==> config.mk <==
export PLATFORM = sky130hd
export DESIGN_NAME = pipo_shift_register
export DESIGN_NICKNAME = d
export VERILOG_FILES = /design/src/rtl/pipo_shift_register.sv
export SDC_FILE = /design/constraint.sdc
export NUM_CORES = 1
export LEC_CHECK = 0
export BUFFER_PORTS_ARGS = -buffer_cell sky130_fd_sc_hd__buf_2
export CAP_MARGIN = 5
export CORE_MARGIN = 10
export CORE_UTILIZATION = 40
export DETAILED_ROUTE_END_ITERATION = 16
export PLACE_DENSITY = 0.75
export SETUP_SLACK_MARGIN = 0.3
export SYNTH_ARGS = -nofsm -noshare
export SYNTH_HDL_FRONTEND = slang
export SYNTH_SLANG_ARGS = --single-unit
==> constraint.sdc <==
create_clock -name clk -period 0.8 [get_ports clk]
set_input_delay 0.12 -clock clk [delete_from_list [all_inputs] [get_ports clk]]
set_output_delay 0.12 -clock clk [all_outputs]
set_load 0.02 [all_outputs]
==> src/rtl/pipo_shift_register.sv <==
// Registered 8-bit logical shifter: left (multiply by 2^p2, with overflow)
// or right (truncating divide by 2^p2), one cycle of latency.
module pipo_shift_register (
    input  logic       clk,
    input  logic       rst,
    input  logic [7:0] number,
    input  logic [1:0] p2,
    input  logic       md,
    output logic [7:0] result,
    output logic       ovr
);

    localparam int unsigned DATA_W = 8;
    localparam int unsigned WIDE_W = 2 * DATA_W;

    logic [WIDE_W-1:0] w_wide_left;
    logic [DATA_W-1:0] w_result_next;
    logic              w_ovr_next;
    logic [DATA_W-1:0] r_result;
    logic              r_ovr;

    // Left shift in a double-width field: the upper half collects the bits
    // that fall off the top, so any set bit there means overflow.
    always_comb begin
        w_wide_left   = {{DATA_W{1'b0}}, number} << p2;
        w_result_next = number;
        w_ovr_next    = 1'b0;
        if (md) begin
            w_result_next = w_wide_left[DATA_W-1:0];
            w_ovr_next    = |w_wide_left[WIDE_W-1:DATA_W];
        end else begin
            w_result_next = number >> p2;
            w_ovr_next    = 1'b0;
        end
    end

    // Output register; loads every edge, cleared immediately by reset.
    always_ff @(posedge clk or posedge rst) begin
        if (rst) begin
            r_result <= {DATA_W{1'b0}};
            r_ovr    <= 1'b0;
        end else begin
            r_result <= w_result_next;
            r_ovr    <= w_ovr_next;
        end
    end

    assign result = r_result;
    assign ovr    = r_ovr;

endmodule

# After elaboration in Yosys (flattened, before gate mapping)
# Index checks and enable logic that the tools add are counted.
[totals] register_bits=9 in_bits=13
[classes] shifts=2 n_mux=2 n_reduce_logical=1
[ops] operator="8-bit by 2-bit left shift with 16-bit output" n=1
[ops] operator="8-bit 2-to-1 mux" n=1
[ops] operator="8-bit OR reduction" n=1
[ops] operator="8-bit by 2-bit >> shifter with 8-bit output" n=1
[ops] operator="1-bit 2-to-1 mux" n=1

# Logic depth before layout (Yosys ltp)
[logic_depth] ltp_word=3 ltp_mapped=5

# Worst setup path after synthesis
# Ideal clock, no wire load.
[synth_timing] path_type="in2reg" start="in p2[1]" end="reg r_result[4] (netlist: result[4])" setup_ps=131 arrival_time_ps=771 slack_ps=-102 cell_stages=4 path_cell_list="buf_4 > nand2b_1 > a21oi_1 > or3_1"
[synth_via] elab_chain_cells=2 word_cells_on_any_way=3 cone_classes="2 x shift; 1 x mux"
[synth_lines] item="start: declaration" line_no="7" rtl="input logic [1:0] p2,"
[synth_lines] item="8-bit by 2-bit >> shifter with 8-bit output / 8-bit by 2-bit left shift with 16-bit output (equally long branches)" line_no="32, 25"
[synth_lines] item="8-bit 2-to-1 mux *" line_no="28" rtl="if (md) begin"
[synth_lines] item="net w_result_next[4]" line_no="17" rtl="logic [DATA_W-1:0] w_result_next;"
[synth_lines] item="end signal: assignment" line_no="40" rtl="r_result <= {DATA_W{1'b0}};"
[synth_lines] item="end signal: assignment" line_no="43" rtl="r_result <= w_result_next;"
[synth_lines] item="end: declaration" line_no="19" rtl="logic [DATA_W-1:0] r_result;"
# The timed path passes the listed nets; every way through them passes the cells marked *.

# Final worst setup path
[layout_timing] start="reg r_result[4] (netlist: result[4])" end="out result[4]"
[layout_lines] item="end: declaration" line_no="9" rtl="output logic [7:0] result,"
# No word-level cell between the ends.

==> summary by stage <==
Status
The flow ran to the end, but the final reports show violations. The final reports fail on negative hold slack, negative setup slack.

CTS
The cell at the root of the clock tree is sky130_fd_sc_hd__clkbuf_4. TritonCTS built the clock tree. The maximum buffer depth of the clock tree is 2. The number of H-tree levels is 1. The clock drives 9 sinks. After clock tree synthesis, the clock-pin slew on the worst setup and hold paths is 60 ps. The TritonCTS buffer count is 3.

Cells and area
In the final design database the tool counted 128 nets. Of the cells placed in the final design, the portion with a size suffix greater than 1 is 58.77%. The number of antenna diodes in the final layout is 0. At the end of the flow the core is filled with cells to 82.79%. The growth of design area from synthesis to finish is 93.18%.

Timing
The final worst-path cycle share is 109.8%. Based on the critical path, the design can be clocked at up to 1138 MHz. The final max-slew violation count is 0.

Setup repair after global routing could not meet its margin everywhere. The aggregate negative setup slack is -650.6 ps. The post-layout worst setup margin is -78.46 ps. For the pin with the worst max-slew slack, the measured transition is 319.7 ps. Subtracting the final worst setup slack from the clock period gives 878.5 ps. The tightest hold path in the finished design has a slack of -188.8 ps. The final count of hold timing violations is 9. The total setup violations reported at the end of the flow is 9.

In this run the tightest slew margin relative to its limit is 78.66%.

Place
The setup slack at placement is -268.4 ps. The placed wire-length estimate after detailed placement is 1.399 mm. In this run the tool buffered the top-level ports with 21 buffer cells.

Routability-driven placement finished with a final weighted congestion of 0.9348.

Critical path
Traced cell by cell, the critical path runs through buf_6. The type of origin of the critical path is a register. The slowest stage cell on the critical path is sky130_fd_sc_hd__dfrtp_1. STA classifies the critical path endpoint as an output pin. Along the worst path, the maximum fanout reaches 1.

The number of buffers and inverters on the critical path is 1. The critical path data required time is 680 ps. Data on the critical path arrives at its endpoint at 760 ps. Broken down by cell family, the worst path's largest delay share belongs to flip-flops.

The largest single stage delay on the critical path is 380 ps. The critical path in this run is classified as reg2out.

Logic synthesis
The number of nets produced by synthesis is 87. The netlist uses 25 different library cells. The number of synthesis warnings is 0.

In this run the mean area of a mapped cell was 8.927 um^2. In the synthesized netlist, the number of instances is 74. The share of the Yosys chip area taken by registers is 34.09%.

The synthesized netlist occupies a cell area of 660.6 um^2. The flop and latch count out of synthesis is 9.

Floorplan
The initialized floorplan defines 14 standard-cell rows. During I/O placement, the number of pins put on the boundary was 22. The die area is 3677 um^2. The total core area is 1541 um^2. The width of the die is 60.64 um. The initial standard-cell utilization of the core is 42.86%. The die height is 60.64 um.

Power
The final total power is 1549 uW. The maximum ir drop on the vdd rail is 0.5581 mV. In this run the power density over the cells is 1214 nW/um^2. The leakage component of the power is 0.0006110 uW.

Global route
Global routing consumed, over all layers together, 12.72% of the routing resources. Summed over all layers, the global routing overflow is 0. The first-pass GRT wire length is 3.594 mm. The number of global-route vias before repair is 783.

The pin count of the biggest net entering global routing is 13. The number of antenna violations at the first check in global routing is 0.

Detailed routing
The first-pass detailed-route iteration total is 4. In this run the remaining antenna-violating nets after routing total 0. The number of remaining DRC errors is 0. The final layout contains routed wiring with a total length of 2.419 mm. In the final routed layout, each cell accounts on average for 18.61 um. After detailed routing, the number of vias per cell comes to 5.877. The total via count after detailed routing is 764. The first routing iteration left 27 violations.

Worst hold path
The type of the tightest min-delay check is in2async.

Flow run
The number of violations of the max-capacitance limit is 0.
## synthesized netlist by cell type
| cell | number | share of area, % |
|---|---|---|
| sky130_fd_sc_hd__inv_1 | 2 | 1.1 |
| sky130_fd_sc_hd__buf_6 | 3 | 5.1 |
| sky130_fd_sc_hd__a21oi_1 | 6 | 4.5 |
| sky130_fd_sc_hd__o22ai_1 | 1 | 0.95 |
| sky130_fd_sc_hd__nor2_1 | 4 | 2.3 |
| sky130_fd_sc_hd__a211o_1 | 1 | 1.3 |
| sky130_fd_sc_hd__nand2b_1 | 8 | 7.6 |
| sky130_fd_sc_hd__o221ai_1 | 1 | 1.3 |
| sky130_fd_sc_hd__o21ai_0 | 1 | 0.76 |
| sky130_fd_sc_hd__a311o_1 | 3 | 4.5 |
| sky130_fd_sc_hd__buf_4 | 3 | 3.4 |
| sky130_fd_sc_hd__a311oi_1 | 2 | 2.7 |
| sky130_fd_sc_hd__nor2b_1 | 3 | 2.8 |
| sky130_fd_sc_hd__nand2_1 | 10 | 5.7 |
| sky130_fd_sc_hd__o32a_1 | 1 | 1.5 |
| sky130_fd_sc_hd__a21o_1 | 1 | 1.1 |
| sky130_fd_sc_hd__o21ai_2 | 1 | 1.3 |
| sky130_fd_sc_hd__or3_1 | 2 | 1.9 |
| sky130_fd_sc_hd__mux2_2 | 1 | 1.7 |
| sky130_fd_sc_hd__a31oi_1 | 1 | 0.95 |
| sky130_fd_sc_hd__dfrtp_1 | 9 | 34 |
| sky130_fd_sc_hd__mux2i_1 | 6 | 9.1 |
| sky130_fd_sc_hd__o21ai_1 | 2 | 1.5 |
| sky130_fd_sc_hd__a21boi_1 | 1 | 1.1 |
| sky130_fd_sc_hd__o311a_1 | 1 | 1.5 |
## metrics by stage
step	instance area (um^2)	std cells
2_1_floorplan	709.4	74
3_3_place_gp	868.3	118
3_5_place_dp	868.3	118
4_1_cts	1227	129
5_1_grt	1276	130
6_report	1276	130
## repair_timing
item,CTS,global route
resized for setup,52,10
cloned,4,0
setup buffers,3,1
endpoints found under the hold margin,9,9
pin swaps,11,10
endpoints found under the setup margin,18,18
## cells by family after synthesis
family	count (synthesis)	share of synthesized area, %
buffers and inverters	8	9.659
AO/OA/AOI/OAI	23	25.19
multiplexers	7	10.80
AND/OR/NAND/NOR	27	20.27
flip-flops	9	34.09
## layout by cell type, fill, tap and decap left out, types with 2 or more instances in the layout
cell	Yosys	layout
sky130_fd_sc_hd__nand2b_1	8	2
sky130_fd_sc_hd__a21oi_2	0	6
sky130_fd_sc_hd__a311o_1	3	3
sky130_fd_sc_hd__dfrtp_1	9	9
sky130_fd_sc_hd__nand2b_4	0	6
sky130_fd_sc_hd__clkbuf_4	0	3
sky130_fd_sc_hd__buf_2	0	7
sky130_fd_sc_hd__nand2_4	0	2
sky130_fd_sc_hd__buf_12	0	6
sky130_fd_sc_hd__nor2b_1	3	2
sky130_fd_sc_hd__mux2i_1	6	6
sky130_fd_sc_hd__buf_4	3	9
sky130_fd_sc_hd__inv_1	2	2
sky130_fd_sc_hd__nand2_1	10	7
sky130_fd_sc_hd__nor2_1	4	2
sky130_fd_sc_hd__buf_16	0	4
sky130_fd_sc_hd__buf_6	3	16
sky130_fd_sc_hd__o21ai_1	2	3
## path summary, 6_finish.rpt
check	cells past startpoint	to	startpoint	slack, ps
setup / recovery	1	result[4]	result[4]$_DFF_PP0_	-80
hold / removal	2	result[1]$_DFF_PP0_	rst	-190
max in group asynchronous	2	result[6]$_DFF_PP0_	rst	750
min in group clk	2	result[0]$_DFF_PP0_	p2[1]	130
## registers in the layout, summed over array words and instances, names as in the netlist
signal	flops
ovr	1
result	8
## layer usage
layer / global-route usage, % / up-vias / share of wire (%)
met5: 0 / - / 0
met4: 5.956 / 0 / 1.8
met3: 1.670 / 6 / 7.5
met2: 22.85 / 33 / 51
met1: 14.37 / 371 / 40
li1: - / 354 / -
## where the power goes
group,total [uW],switching [uW],internal [uW]
sequential,519,19.9,499
combinational,696,306,390
clock,333,142,191
## area by class of cell
class,instances,area [um^2]
sequential,9,225.2
fill,80,265.3
multi-input combinational,57,484.2
timing repair buffer,42,513.0
tap,16,20.02
clock buffer,4,26.28
inverter,2,7.507
Note: power is estimated with default switching activity, not from simulation.
